`config.mk`:
```
export PLATFORM = sky130hd
export DESIGN_NAME = reload_counter_arbiter
export DESIGN_NICKNAME = d
export VERILOG_FILES = /design/src/rtl/reload_counter_arbiter.sv
export SDC_FILE = /design/constraint.sdc
export NUM_CORES = 1
export LEC_CHECK = 0
export CAP_MARGIN = 30
export CORE_MARGIN = 5
export CORE_UTILIZATION = 40
export DETAILED_ROUTE_END_ITERATION = 6
export PLACE_DENSITY = 0.72
export RECOVER_POWER = 100
export SKIP_LAST_GASP = 1
export SLEW_MARGIN = 40
export SYNTH_ARGS = -nofsm -noshare
export SYNTH_HDL_FRONTEND = slang
export SYNTH_SLANG_ARGS = --single-unit
```
`constraint.sdc`:
```
create_clock -name clk -period 1.4 [get_ports clk]
set_input_delay 0.28 -clock clk [delete_from_list [all_inputs] [get_ports clk]]
set_output_delay 0.28 -clock clk [all_outputs]
set_load 0.02 [all_outputs]
```
`src/rtl/reload_counter_arbiter.sv`:
```
// reload_counter_arbiter
//   Shares one self-reloading counter between NUM_REQ requesters. The block
//   grants the counter to one requester at a time and loads it with that
//   requester's reload value. The grant (a "lease") lasts for LEASE_WRAPS
//   counter wrap-arounds. The owner can end it early by dropping its request.
//
//   Optional build macro: RLC_ROUND_ROBIN_EN
//     defined   -> round-robin arbitration. The search starts one past the
//                  last owner.
//     undefined -> fixed priority (the lowest index wins). No pointer
//                  register is built.
module reload_counter_arbiter #(
    parameter int NUM_REQ     = 4,
    parameter int WIDTH       = 4,
    parameter int LEASE_WRAPS = 2
) (
    input  logic                       clk,
    input  logic                       reset,
    input  logic [NUM_REQ-1:0]         req_i,
    input  logic [NUM_REQ*WIDTH-1:0]   load_val_i,
    input  logic [WIDTH-1:0]           count_i,
    output logic                       cnt_load_o,
    output logic [WIDTH-1:0]           cnt_load_val_o,
    output logic [NUM_REQ-1:0]         gnt_o,
    output logic [NUM_REQ-1:0]         done_o,
    output logic                       busy_o,
    output logic [$clog2(NUM_REQ)-1:0] owner_o
);

    localparam int OW = $clog2(NUM_REQ);

    // Wrap count at which the next observed wrap completes the lease.
    localparam logic [7:0] LAST_WRAP = 8'(LEASE_WRAPS - 1);

    typedef enum logic [1:0] {
        S_IDLE    = 2'd0,
        S_LOAD    = 2'd1,
        S_LEASE   = 2'd2,
        S_RELEASE = 2'd3
    } state_t;

    state_t               r_state;
    state_t               w_next_state;
    logic [OW-1:0]        r_owner;
    logic [WIDTH-1:0]     r_val;
    logic [7:0]           r_wraps;

    logic                 w_any_req;
    logic [OW-1:0]        w_pick;
    logic                 w_wrap;
    logic [NUM_REQ-1:0]   w_owner_oh;

    // The counter reads all-ones in its last cycle before it reloads.
    assign w_wrap     = (count_i == {WIDTH{1'b1}});
    assign w_owner_oh = {{(NUM_REQ-1){1'b0}}, 1'b1} << r_owner;

    assign owner_o        = r_owner;
    assign cnt_load_val_o = r_val;

`ifdef RLC_ROUND_ROBIN_EN
    logic [OW-1:0] r_ptr;
    logic [OW-1:0] w_idx;

    // Round-robin pick: scan upward from one past the pointer, wrapping to 0.
    always_comb begin
        // NOTE: every variable gets a default before any branch; otherwise a path that skips it infers a latch.
        w_any_req = 1'b0;
        w_pick    = '0;
        w_idx     = '0;
        for (int i = 1; i <= NUM_REQ; i++) begin
            w_idx = OW'((int'(r_ptr) + i) % NUM_REQ);
            if (!w_any_req && req_i[w_idx]) begin
                w_any_req = 1'b1;
                w_pick    = w_idx;
            end
        end
    end

    // The pointer remembers the last owner. After reset requester 0 wins first.
    always_ff @(posedge clk or negedge reset) begin
        if (!reset) begin
            r_ptr <= OW'(NUM_REQ - 1);
        end else if (r_state == S_RELEASE) begin
            r_ptr <= r_owner;
        end
    end
`else
    // Fixed-priority pick: the lowest requesting index wins.
    always_comb begin
        w_any_req = 1'b0;
        w_pick    = '0;
        for (int i = 0; i < NUM_REQ; i++) begin
            if (!w_any_req && req_i[i]) begin
                w_any_req = 1'b1;
                w_pick    = OW'(i);
            end
        end
    end
`endif

    // State register.
    always_ff @(posedge clk or negedge reset) begin
        // NOTE: sequential state uses non-blocking assignments, so all flops update together from pre-edge values.
        if (!reset) begin
            r_state <= S_IDLE;
        end else begin
            r_state <= w_next_state;
        end
    end

    // Lease bookkeeping: capture the owner and its value at grant, and count wraps during the lease.
    always_ff @(posedge clk or negedge reset) begin
        if (!reset) begin
            r_owner <= '0;
            r_val   <= '0;
            r_wraps <= '0;
        end else begin
            case (r_state)
                S_IDLE: begin
                    if (w_any_req) begin
                        r_owner <= w_pick;
                        r_val   <= load_val_i[w_pick*WIDTH +: WIDTH];
                    end
                end
                S_LOAD: begin
                    r_wraps <= '0;
                end
                S_LEASE: begin
                    // Saturate, so a very long lease never aliases back to zero.
                    if (w_wrap && (r_wraps != 8'hFF)) begin
                        r_wraps <= r_wraps + 8'd1;
                    end
                end
                default: begin
                end
            endcase
        end
    end

    // Next state and Moore outputs. All outputs depend only on registered state.
    always_comb begin
        w_next_state = r_state;
        cnt_load_o   = 1'b0;
        gnt_o        = '0;
        done_o       = '0;
        busy_o       = 1'b0;
        case (r_state)
            S_IDLE: begin
                if (w_any_req) begin
                    w_next_state = S_LOAD;
                end
            end
            S_LOAD: begin
                gnt_o        = w_owner_oh;
                cnt_load_o   = 1'b1;
                busy_o       = 1'b1;
                w_next_state = S_LEASE;
            end
            S_LEASE: begin
                gnt_o  = w_owner_oh;
                busy_o = 1'b1;
                // An early release by the owner overrides the wrap count.
                if (!req_i[r_owner]) begin
                    w_next_state = S_RELEASE;
                end else if (w_wrap && (r_wraps == LAST_WRAP)) begin
                    w_next_state = S_RELEASE;
                end
            end
            S_RELEASE: begin
                done_o       = w_owner_oh;
                w_next_state = S_IDLE;
            end
            default: begin
                w_next_state = S_IDLE;
            end
        endcase
    end

endmodule

```
* Word-level counts from Yosys, hierarchy flattened
Index checks and enable logic that the tools add are counted.
Operators by class: add/sub/neg operators 1, order comparisons 1, equality and inequality tests 9, shift-type cells 2, multiplexer cells 19, reduce and logical (&&, ||, !) cells 14
Operators with widths (number):
- $pmux 8 s2 | 1
- $shiftx 16x5->4 | 1
- $mux 2 | 5
- $add 8x1->8 const B | 1
- $eq 8x1->1 const B | 1
- $mux 1 | 8
- $mux 4 | 2
- $mux 8 | 1
- $ne 8x8->1 const B | 1
- $pmux 2 s4 | 1
- $reduce_and 2->1 | 3
- $logic_and 1x1->1 | 5
- $eq 2x2->1 const B | 2
- $eq 4x4->1 const B | 1
- $ne 2x2->1 const B | 2
- $shl 1x2->4 const A | 1
- $logic_not 1->1 | 3
- $lt 2x3->1 const B | 1
- $ne 3x3->1 const B | 1
- $bmux 1 s2 | 1
- $eq 2x1->1 const B | 1
- $logic_not 2->1 | 1
- $reduce_bool 2->1 | 1
- $reduce_or 2->1 | 1
Storage, ports and cells: bits in registers 16, input bits 26, output and inout bits 16, word-level logic and storage cells 50

* Longest topological paths before layout
Gate-level depths: netlist of run 1.
depth after elaboration 12, depth in mapped cells 6, depth with buffers taken out 6

* Least setup slack after synthesis of run 1
Ideal clock, no wire load.
kind register to register, from register r_owner[1] (netlist: owner_o[1]), to register r_state[1], library setup time 0.128 ns, arrival 1.609 ns, required time 1.272 ns, slack -0.337 ns, stages on the path, launching flop included 5, buffers on the path 1, clock period less this slack 1.737 ns, cell sequence dfrtp_1 > buf_6 > mux4_2 > a32oi_2 > mux2_1
On the way: longest elaborated chain between the ends 4, elaborated cells on any way between the ends 6, those cells by class eq/ne: 1; mux: 4; reduce/logical: 1
Ends and longest elaborated chain:
- from (decl) | line 44 | logic [OW-1:0] r_owner;
- from (signal assigned) | line 121 | r_owner <= w_pick;
- $bmux 1 s2 (*) | line 163 | if (!req_i[r_owner]) begin
- $mux 1 (implied by the code) (*) | line 163
- $mux 2 or $ne 3x3->1 (tied branches)
- $pmux 2 s4 or $reduce_and 2->1 (tied branches)
- to (signal assigned) | line 107 | r_state <= w_next_state;
- to (decl) | line 42 | state_t r_state;
Mark *: on every way between the ends. The rest lies on a longest branch, timed or not. The select of a mux whose other input is x is not followed. A chain may end at the register's enable or synchronous reset.

* Final worst setup path of run 1
from register r_state[0], to output gnt_o[0]
On the way: longest elaborated chain between the ends 3, elaborated cells on any way between the ends 4, those cells by class eq/ne: 2; mux: 1; reduce/logical: 1
Ends and longest elaborated chain:
- $eq 2x2->1 or $eq 2x1->1 (tied branches) | line 147 | case (r_state)
- $reduce_or 2->1 (no source line) (*)
- $mux 4 (*) | line 147
- to (decl) | line 24 | output logic [NUM_REQ-1:0] gnt_o,
Mark *: on every way between the ends. The rest lies on a longest branch, timed or not.

==> impl_results.md, run 1 <==
* Minimum clock period at 1.65 ns
* Reg clk slew, reported paths at 0.10 ns
* Root buf cell: clkbuf_4
* Detailed-router iteration count before antenna repair at 4
* Drt drc at 0
* RSZ-0062 raised after global routing: yes
* Clock insertion delay at the later pin of the skew report at 0.30 ns
* Sequential power share at 0.200
* Vias per std cell at between 5 and 6
* Layout filler cell count at 180
* Synthesis-to-layout area growth at 85.9%
* Routed wire length at around 3.9 mm
* Avg Cell Area, Syn at 9.85 um2
* Layout cell share with drive strength beyond 1 at 0.528
* CP Launch Point: r_state[0]$_DFFE_PN0P_
* Multi-input gate area at 915 um2
* Pint at 2.17 mW
* Critical path, cell by cell: inv_2 -> ha_4 -> nor3b_4 -> buf_6
* Gpl congestion at 0.870
* Hold_buf cts at 0
* Sequential Area at 405 um2
* RR Startpoint: r_wraps[1]$_DFFE_PN0P_
* EDFF count, synth at 0
* Clock network fraction of design power at 0.086
* Rel. slew slack at 0.395
* Placed Instances at 211
* Failing checks: setup timing
* Syn Std Cell Area at 1150 um2
* WS Path Type: reg -> out
* CP arrival at 1.37 ns
* Pre-CTS setup slack at -0.465 ns
* Switching Share at 0.410
* Slew @ Worst Pin at 0.907 ns
* Post-synth top flop: dfrtp_1
* ANT nets after route at 0
* Nets at roughly 230
* DRT iter0 DRCs at 61
* NetSw at 1.51 mW
* Worst path slowest cell: dfrtp_1
* Endpoints failing hold at 0
* Clock tree sinks at 16
* Cell area power density at 1720 nW/um2
* Die height at 63.7 um
* Ant diodes at 0
* CTS Buffer Depth at 2
* CP required at 1.12 ns
* Outcome: complete, but fails checks
* Die ar. at 4050 um2
* Initial antenna violation count at 0
* Critical Path Max Stage Delay at 0.39 ns
* Peak Freq at around 0.60 GHz
* Combinational power share at 0.714
* Buffer and inverter count on the worst path at 2
* Critical Path End Type: output port
* Number of I/O port buffers at 41
* Launching element type of the critical path: flop
* Largest net degree at the start of global routing at 17
* Cells after Synth at 117
* Number of distinct library cells after synthesis at 42
* Vias in the first global route at approximately 1300
* Maxcap violations at 0
* Sequential-to-total area share from yosys stat at 0.347
* GRT Overall Usage at 0.186
* Peak supply drop at 1.64 mV
* Hold crit path type: in -> reg
* I/O pins at 42
* Starting Density at 0.418
* Max FO, Critical Path at 6
* Setup ws final at -0.253 ns
* Core area at 2760 um2
* #FFs+latches synth at 16
* Htree depth at 1
* Worst Hold Launch: req_i[0]
* Chip width at between 60 and 70 um
* Gr ovfl total at 0
* Syn nets at 149
* CP top delay family: flip-flops
* Final std cells w/o fill at 224
* Async S/R FF share, synth at 1.00
* Leak Pwr at 0.923 nW
* Worst hold slack at 0.517 ns
* Vias at roughly 1300
* Site Rows at 19
* Synth warnings at 0
* Setup violators final at 21
* Clock tree from TritonCTS: built
* WL/cell at 17.3 um
* Skew final at roughly 0.0043 ns
* First-pass GRT wire length at 6.04 mm
* CTS buffer count at 3
* HPWL Detailed at 2.76 mm
* Pins over their slew limit at 0
* Final period utilization at 1.18
path summary, 6_finish.rpt:
check                                                 to  slack (ns)  depth (start not counted)
setup / recovery                                gnt_o[0]       -0.25                          4
hold / removal                    owner_o[1]$_DFFE_PN0P_        0.52                          4
setup reg to reg                  r_state[1]$_DFFE_PN0P_       -0.24                          6
hold reg to reg            cnt_load_val_o[2]$_DFFE_PN0P_        0.52                          2
max in group asynchronous         r_wraps[1]$_DFFE_PN0P_        0.24                          2
min in group asynchronous         r_state[1]$_DFFE_PN0P_        0.54                          2
cell usage after synthesis, types with 2 or more instances:
cell type,instances,area share
a21oi_1,2,0.0087
a22o_1,4,0.030
a22oi_1,4,0.026
a31o_2,2,0.015
a31oi_1,6,0.033
and3_2,2,0.013
and3b_2,4,0.035
and4_1,2,0.015
buf_2,2,0.0087
buf_6,2,0.020
clkbuf_2,2,0.0087
dfrtp_1,16,0.35
ha_1,6,0.065
inv_1,5,0.016
mux2i_1,4,0.035
nand2_1,4,0.013
nand2b_1,3,0.016
nand3_1,7,0.030
nand4_1,3,0.016
nor2_1,2,0.0065
nor2b_1,3,0.016
nor3b_1,2,0.013
o21ai_0,11,0.048
worst min-delay path, cell delays in order:
cell and delay (ns):
dlymetal6s2s_1 0.12, buf_6 0.15, o21ai_0 0.11, o21a_1 0.13
layout make-up:
| type | instances | area share |
|---|---|---|
| Clock buffer | 4 | 0.0169 |
| Inverter | 5 | 0.00993 |
| Multi-Input combinational cell | 88 | 0.427 |
| Sequential cell | 16 | 0.189 |
| Tap cell | 31 | 0.0181 |
| Timing Repair Buffer | 80 | 0.339 |
cells by family (layout without fill, tap and decap cells):
| group | after synthesis | after routing | share of synthesized area |
|---|---|---|---|
| compound gates | 38 | 38 | 0.239 |
| simple gates | 38 | 38 | 0.212 |
| flops | 16 | 16 | 0.347 |
| buf+inv | 13 | 89 | 0.0727 |
| fa+ha+maj | 6 | 6 | 0.0651 |
| mux | 6 | 6 | 0.0641 |
layer usage:
layer,share of wire,wire length [um],up-vias,global-route usage
met2,0.53,2080,41,0.326
met5,0,0,-,0
li1,-,-,607,-
met1,0.38,1480,621,0.220
met4,0.023,89,0,0.0623
met3,0.060,235,9,0.0444
state kept, by name (all words and copies together) (netlist names):
register and count:
r_wraps 8, cnt_load_val_o 4, owner_o 2, r_state 2
power groups by stage:
stage          clock network (mW)  registers, mW  logic [mW]
2_1_floorplan                   0          0.806       0.996
4_1_cts                     0.330          0.721        2.27
5_1_grt                     0.348          0.758        2.80
6_report                    0.316          0.737        2.63
3_3_place_gp                    0          0.744        1.88
3_5_place_dp                    0          0.760        1.93
per-stage QoR:
stage,power [mW],setup TNS [ns],area (um2),utilization
floorplan,1.80,-0.465,1190,-
global placement,2.62,-7.31,1800,0.653
detailed placement,2.69,-7.99,1800,0.653
CTS,3.32,-3.33,1970,0.715
global route,3.91,-5.13,2140,0.777
finish,3.68,-3.21,2140,0.777
what timing repair did:
action / CTS / global route
setup buffers: 7 / 4
pin swaps: 5 / 16
resized for setup: 87 / 44
setup endpoints to repair: 26 / 24
layout by cell type, fill, tap and decap left out, types with 3 or more instances in the layout:
cell type,synthesis,final
a22o_1,4,4
a31oi_1,6,4
and3b_2,4,4
buf_4,1,29
buf_6,2,15
clkbuf_2,2,3
clkbuf_4,0,3
clkdlybuf4s50_1,0,22
dfrtp_1,16,12
dfrtp_2,0,4
dlygate4sd2_1,0,4
dlymetal6s2s_1,0,3
ha_4,0,6
inv_2,0,3
mux2i_1,4,3
nand2_1,4,3
nand2b_1,3,3
nand3_1,7,4
nand4_1,3,3
o21ai_0,11,4
o21ai_1,0,3
o21ai_2,0,4
Power figures use the tool's default switching activity.
==> inputs of run 2 (changes only) <==
Settings changed: CORE_MARGIN 5 to unset.
==> run 2 against run 1 <==
  * The run still ends with setup timing left
  * Sequential cell count did not move
  * Die area shrank 24%
  * Clock power fell by 3%
  * Via count decreased by 1.3%
  * Global-route usage grew 4.9 points
  * Core utilization fell by 1.6 points
  * Final area shrank 2.9%
  * Critical path type is now reg -> reg
  * Critical path depth increased by 4
  * Clock skew is 0.00051 ns lower
==> impl_results.md, run 2 (synthesis results as in run 1) <==
* Outcome: complete, but fails checks
* Failing checks: setup timing
* Met3 wire length at 132 um (-44%)
* Clock insertion delay at the later pin of the skew report at 0.29 ns (about the same)
* Maxcap violations at 0 (unchanged)
* Drt drc at 0 (unchanged)
* Site Rows at 19 (unchanged)
* Slew @ Worst Pin at 0.887 ns (-0.0193 ns)
* Sequential power share at 0.208 (+0.008)
* Nets at 227 (+0.44%)
* WS Path Type: reg -> reg
* Commonest non-fill, non-tap cells in the layout: buf_4 (28), clkdlybuf4s50_1 (22), buf_6 (18)
* ANT nets after route at 0 (unchanged)
* Final period utilization at 1.19 (+0.0137)
* Design area at 2080 um2 (-2.9%)
* Reg clk slew, reported paths at 0.10 ns (about the same)
* Setup ws final at -0.272 ns (-0.0191 ns)
* CP required at 1.58 ns (+0.46 ns)
* Vias in the first global route at 1229 (-1.8%)
* Pre-CTS setup slack at -0.460 ns (+0.00425 ns)
* Wire length on met1 at 1.56 mm (+5.4%)
* Final std cells w/o fill at 225 (+0.45%)
* Vias at 1261 (-1.3%)
* Placed Instances at 210 (-0.47%)
* Detailed-router iteration count before antenna repair at 6 (+2)
* Core area at 2730 um2 (-0.86%)
* Die ar. at 3100 um2 (-24%)
* Initial antenna violation count at 0 (unchanged)
* DRT iter0 DRCs at 32 (-48%)
* RR Startpoint: r_state[0]$_DFFE_PN0P_
* Die height at 55.7 um (-13%)
* Pint at 2.17 mW (+0.12%)
* Critical Path End Type: flop
* Peak supply drop at 1.83 mV (+11%)
* Worst hold slack at 0.541 ns (+0.0235 ns)
* Launching element type of the critical path: flop
* WL/cell at 16.4 um (-5.2%)
* GRT Overall Usage at 0.235 (+0.0485)
* Pins over their slew limit at 0 (unchanged)
* Largest net degree at the start of global routing at 17 (unchanged)
* Routed wire length at 3.70 mm (-4.8%)
* Chip width at 55.7 um (-13%)
* Clock tree from TritonCTS: built
* Max FO, Critical Path at 6 (unchanged)
* CP arrival at 1.86 ns (+0.49 ns)
* WL met2 at 1.97 mm (-5.0%)
* Switching Share at 0.403 (-0.00777)
* Cell area power density at 1750 nW/um2 (+1.8%)
* Gr ovfl total at 0 (unchanged)
* CTS Buffer Depth at 2 (unchanged)
* CTS buffer count at 3 (unchanged)
* Worst Hold Launch: cnt_load_val_o[2]$_DFFE_PN0P_
* Vias per std cell at 5.60 (-1.8%)
* CP Launch Point: r_state[0]$_DFFE_PN0P_
* Minimum clock period at 1.67 ns (+0.0191 ns)
* Clock network fraction of design power at 0.084 (-0.002)
* Setup TNS at -4.35 ns (-1.15 ns)
* RSZ-0062 raised after global routing: yes
* Layout cell share with drive strength beyond 1 at 0.464 (-0.0646)
* HPWL Detailed at 2.59 mm (-6.3%)
* Biggest register: r_wraps
* Clock tree sinks at 16 (unchanged)
* Most common cell after layout, fill and taps aside: buf_4
* Combinational power share at 0.708 (-0.006)
* Skew final at 0.00378 ns (-0.000509 ns)
* Starting Density at 0.422 (+0.00363)
* Top Metal Used: met4
* Endpoints failing hold at 0 (unchanged)
* NetSw at 1.46 mW (-3.1%)
* Peak Freq at 0.598 GHz (-1.1%)
* Cell Area, Placed at 1790 um2 (-0.42%)
* Rel. slew slack at 0.408 (+0.0129)
* I/O pins at 42 (unchanged)
* Layout filler cell count at 169 (-6.1%)
* Synthesis-to-layout area growth at 80.5%
* Setup violators final at 21 (unchanged)
* First-pass GRT wire length at 5.75 mm (-4.8%)
* Gpl congestion at 0.861 (-1.1%)
* Leak Pwr at 0.914 nW (-0.96%)
* Root buf cell: clkbuf_4
* Htree depth at 1 (unchanged)
* Ant diodes at 0 (unchanged)
* Max reg flops at 8 (unchanged)
* Number of I/O port buffers at 41 (unchanged)
* Hold crit path type: reg -> reg
[run 2: cell count changes in the layout (fill, tap and decap cells not counted), sizes merged]
cell,previous run,this run
dlymetal6s2s,3,2
dlygate4sd3,0,1
buf,46,48
dlygate4sd2,4,5
clkbuf,9,7
[run 2: cell type report]
class | instances | area, um2 | share of cell area
repair buffers | 81 | 751 | 0.361
flip-flops and latches | 16 | 405 | 0.195
multi-input cells | 88 | 830 | 0.399
clock buffers | 4 | 36.3 | 0.0174
inverters | 5 | 18.8 | 0.00903
well taps | 31 | 38.8 | 0.0187
[run 2: routing by layer]
metal / track usage / up-vias
li1: - / 604
met1: 0.289 / 621
met2: 0.420 / 32
met3: 0.0465 / 4
met4: 0.0571 / 0
met5: 0 / -
[run 2: final timing paths]
path,slack (ns),cells past startpoint,to
max,-0.27,8,r_wraps[2]$_DFFE_PN0P_
min,0.54,2,cnt_load_val_o[2]$_DFFE_PN0P_
max reg2reg,-0.27,8,r_wraps[2]$_DFFE_PN0P_
min reg2reg,0.54,2,cnt_load_val_o[2]$_DFFE_PN0P_
max in group asynchronous,0.18,2,r_wraps[0]$_DFFE_PN0P_
min in group asynchronous,0.61,2,r_state[1]$_DFFE_PN0P_
[run 2: critical path, cell delays in order (launching register included)]
cell      delay (ns)
dfrtp_1         0.41
inv_2           0.07
buf_4           0.14
ha_4            0.16
buf_6           0.12
o211ai_1        0.20
buf_4           0.22
a21oi_2         0.03
a31o_2          0.20
[run 2: metrics by stage]
step	total power [mW]	utilization
6_report	3.64	0.761
5_1_grt	3.86	0.761
4_1_cts	3.35	0.723
3_5_place_dp	2.72	0.656
3_3_place_gp	2.64	0.656
2_1_floorplan	1.80	-
[run 2: timing repair]
action / CTS / global route
pin swaps: 10 / 8
hold buffers: 0 / 0
resized for setup: 93 / 18
buffers inserted: 6 / 5
endpoints found under the setup margin: 26 / 25
[run 2: power groups by stage]
stage	registers, mW	logic, mW	clock network (mW)
after floorplan	0.806	0.996	0
after global placement	0.748	1.89	0
after detailed placement	0.769	1.95	0
after CTS	0.748	2.29	0.311
after global routing	0.774	2.75	0.337
final	0.757	2.57	0.306
==> inputs of run 3 (changes only) <==
Settings changed: PLACE_DENSITY 0.72 to 0.79.
==> run 3 against run 2 <==
  * The flow still finishes with violations (setup timing)
  * Largest power group unchanged
  * Combinational power is 8.2% lower
  * Core utilization is 1.7 points lower
  * Routed wire length is 3.1% lower
  * Die area stayed put
  * Sequential share of layout area is 0.32 points higher
  * Clock power is 5% higher
  * Sequential power is 6.2% lower
  * Worst hold slack worse by 0.015 ns
==> impl_results.md, run 3 (synthesis results as in run 1) <==
* Outcome: complete, but fails checks
* Failing checks: setup timing
* CP required at 1.12 ns (-0.46 ns)
* CTS buffer count at 3 (unchanged)
* Site Rows at 19 (unchanged)
* Worst path slowest cell: dfrtp_1
* Setup TNS at -3.78 ns (+0.579 ns)
* Max FO, Critical Path at 6 (unchanged)
* First-pass GRT wire length at 5.53 mm (-3.7%)
* Gr ovfl total at 0 (unchanged)
* Cell Area, Placed at 1830 um2 (+2.1%)
* Peak Freq at 0.603 GHz (+0.77%)
* Endpoints failing hold at 0 (unchanged)
* CP arrival at 1.38 ns (-0.48 ns)
* Largest net degree at the start of global routing at 17 (unchanged)
* Worst hold slack at 0.526 ns (-0.0147 ns)
* Rel. slew slack at 0.414 (+0.00556)
* Minimum clock period at 1.66 ns (-0.0129 ns)
* Cell area power density at 1670 nW/um2 (-4.6%)
* Chip width at 55.7 um (unchanged)
* Setup ws final at -0.260 ns (+0.0129 ns)
* Routed wire length at 3.59 mm (-3.1%)
* Starting Density at 0.422 (unchanged)
* Finished Core Util at 0.744 (-0.0169)
* Pins over their slew limit at 0 (unchanged)
* Biggest register: r_wraps
* Clock tree sinks at 16 (unchanged)
* Peak supply drop at 1.58 mV (-13%)
* Total power at 3.39 mW (-6.8%)
* RSZ-0062 raised after global routing: yes
* Drt drc at 0 (unchanged)
* Number of I/O port buffers at 41 (unchanged)
* WL/cell at 15.7 um (-4.3%)
* Detailed-router iteration count before antenna repair at 5 (-1)
* Vias at 1275 (+1.1%)
* Critical Path Max Stage Delay at 0.40 ns (about the same)
* Hold crit path type: reg -> reg
* Synthesis-to-layout area growth at 76.4%
* Initial antenna violation count at 0 (unchanged)
* Maxcap violations at 0 (unchanged)
* Nets at 230 (+1.3%)
* ANT nets after route at 0 (unchanged)
* Vias per std cell at 5.59 (-0.22%)
* Launching element type of the critical path: flop
* Slew @ Worst Pin at 0.879 ns (-0.00833 ns)
* Layout filler cell count at 183 (+8.3%)
* Clock insertion delay at the later pin of the skew report at 0.30 ns (about the same)
* Pre-CTS setup slack at -0.470 ns (-0.00942 ns)
* Clock tree from TritonCTS: built
* CP top delay family: flip-flops
* Vias in the first global route at 1228 (-0.081%)
* WS Path Type: reg -> out
* Critical path, cell by cell: inv_2 -> ha_4 -> nor3b_2 -> buf_4
* Gpl congestion at 0.868 (+0.89%)
* Final std cells w/o fill at 228 (+1.3%)
* I/O pins at 42 (unchanged)
* Core area at 2730 um2 (unchanged)
* Die ar. at 3100 um2 (unchanged)
* Critical Path End Type: output port
* Final period utilization at 1.19 (-0.00918)
* Reg clk slew, reported paths at 0.10 ns (about the same)
* Die height at 55.7 um (unchanged)
* Skew final at 0.00513 ns (+0.00135 ns)
* Root buf cell: clkbuf_4
* Placed Instances at 215 (+2.4%)
* DRT iter0 DRCs at 90 (+180%)
* Commonest non-fill, non-tap cells in the layout: buf_4 (40), clkdlybuf4s50_1 (23), dfrtp_1 (14)
* GRT Overall Usage at 0.219 (-0.0155)
* Most common cell after layout, fill and taps aside: buf_4
* Layout cell share with drive strength beyond 1 at 0.477 (+0.0132)
* CTS Buffer Depth at 2 (unchanged)
* HPWL Detailed at 2.49 mm (-3.8%)
* Buffer and inverter count on the worst path at 2 (-2)
* Setup violators final at 20 (-4.8%)
* Max reg flops at 8 (unchanged)
* Ant diodes at 0 (unchanged)
* Leak Pwr at 0.926 nW (+1.3%)
* Htree depth at 1 (unchanged)
* Design area at 2030 um2 (-2.2%)
## run 3: changes by cell type in the layout (fill, tap and decap cells not counted), moves of 2 or more
cell / previous run / this run
buf_2: 1 / 3
buf_4: 28 / 40
o21ai_2: 0 / 2
and3_4: 3 / 1
buf_6: 18 / 11
dfrtp_1: 12 / 14
dfrtp_2: 4 / 2
clkbuf_2: 2 / 0
o21ai_0: 6 / 4
## run 3: power breakdown
group          internal [mW]  switching, mW
sequential             0.608          0.102
combinational           1.23           1.13
clock                  0.159          0.162
## run 3: final cells by class
cell class,instances,area [um2],area share
multi-input cells,88,803,0.395
flip-flops and latches,16,403,0.198
clock buffers,4,36.3,0.0178
repair buffers,84,733,0.361
well taps,31,38.8,0.0191
inverters,5,18.8,0.00923
## run 3: worst register-to-register path, cell delays in order (launching register included)
cell and delay (ns):
dfrtp_1 0.41, inv_1 0.07, ha_2 0.18, nor4b_4 0.20
a31oi_2 0.13, a32oi_2 0.23, mux2_4 0.33
## run 3: metal layers
metal,up-vias,track usage,share of wire
li1,613,-,-
met1,612,0.276,0.43
met2,48,0.398,0.51
met3,2,0.0349,0.061
met4,0,0.0393,0.0053
met5,-,0,0
## run 3: final timing paths
| path | startpoint | end | slack, ns | cells past startpoint |
|---|---|---|---|---|
| setup reg to reg | r_wraps[1]$_DFFE_PN0P_ | r_state[1]$_DFFE_PN0P_ | -0.24 | 6 |
| setup / recovery | r_state[0]$_DFFE_PN0P_ | gnt_o[0] | -0.26 | 4 |
| hold / removal | cnt_load_val_o[3]$_DFFE_PN0P_ | cnt_load_val_o[3]$_DFFE_PN0P_ | 0.53 | 2 |
| max in group asynchronous | reset | owner_o[0]$_DFFE_PN0P_ | 0.26 | 2 |
| hold reg to reg | cnt_load_val_o[3]$_DFFE_PN0P_ | cnt_load_val_o[3]$_DFFE_PN0P_ | 0.53 | 2 |
| min in group asynchronous | reset | cnt_load_val_o[0]$_DFFE_PN0P_ | 0.55 | 2 |
## run 3: timing repair
| item | 4_1_cts | 5_1_grt |
|---|---|---|
| pin swaps | 7 | 10 |
| hold buffers | 0 | 0 |
| endpoints found under the setup margin | 27 | 24 |
| setup buffers | 3 | 7 |
| endpoints found under the hold margin | 0 | 0 |
| resized for setup | 83 | 21 |
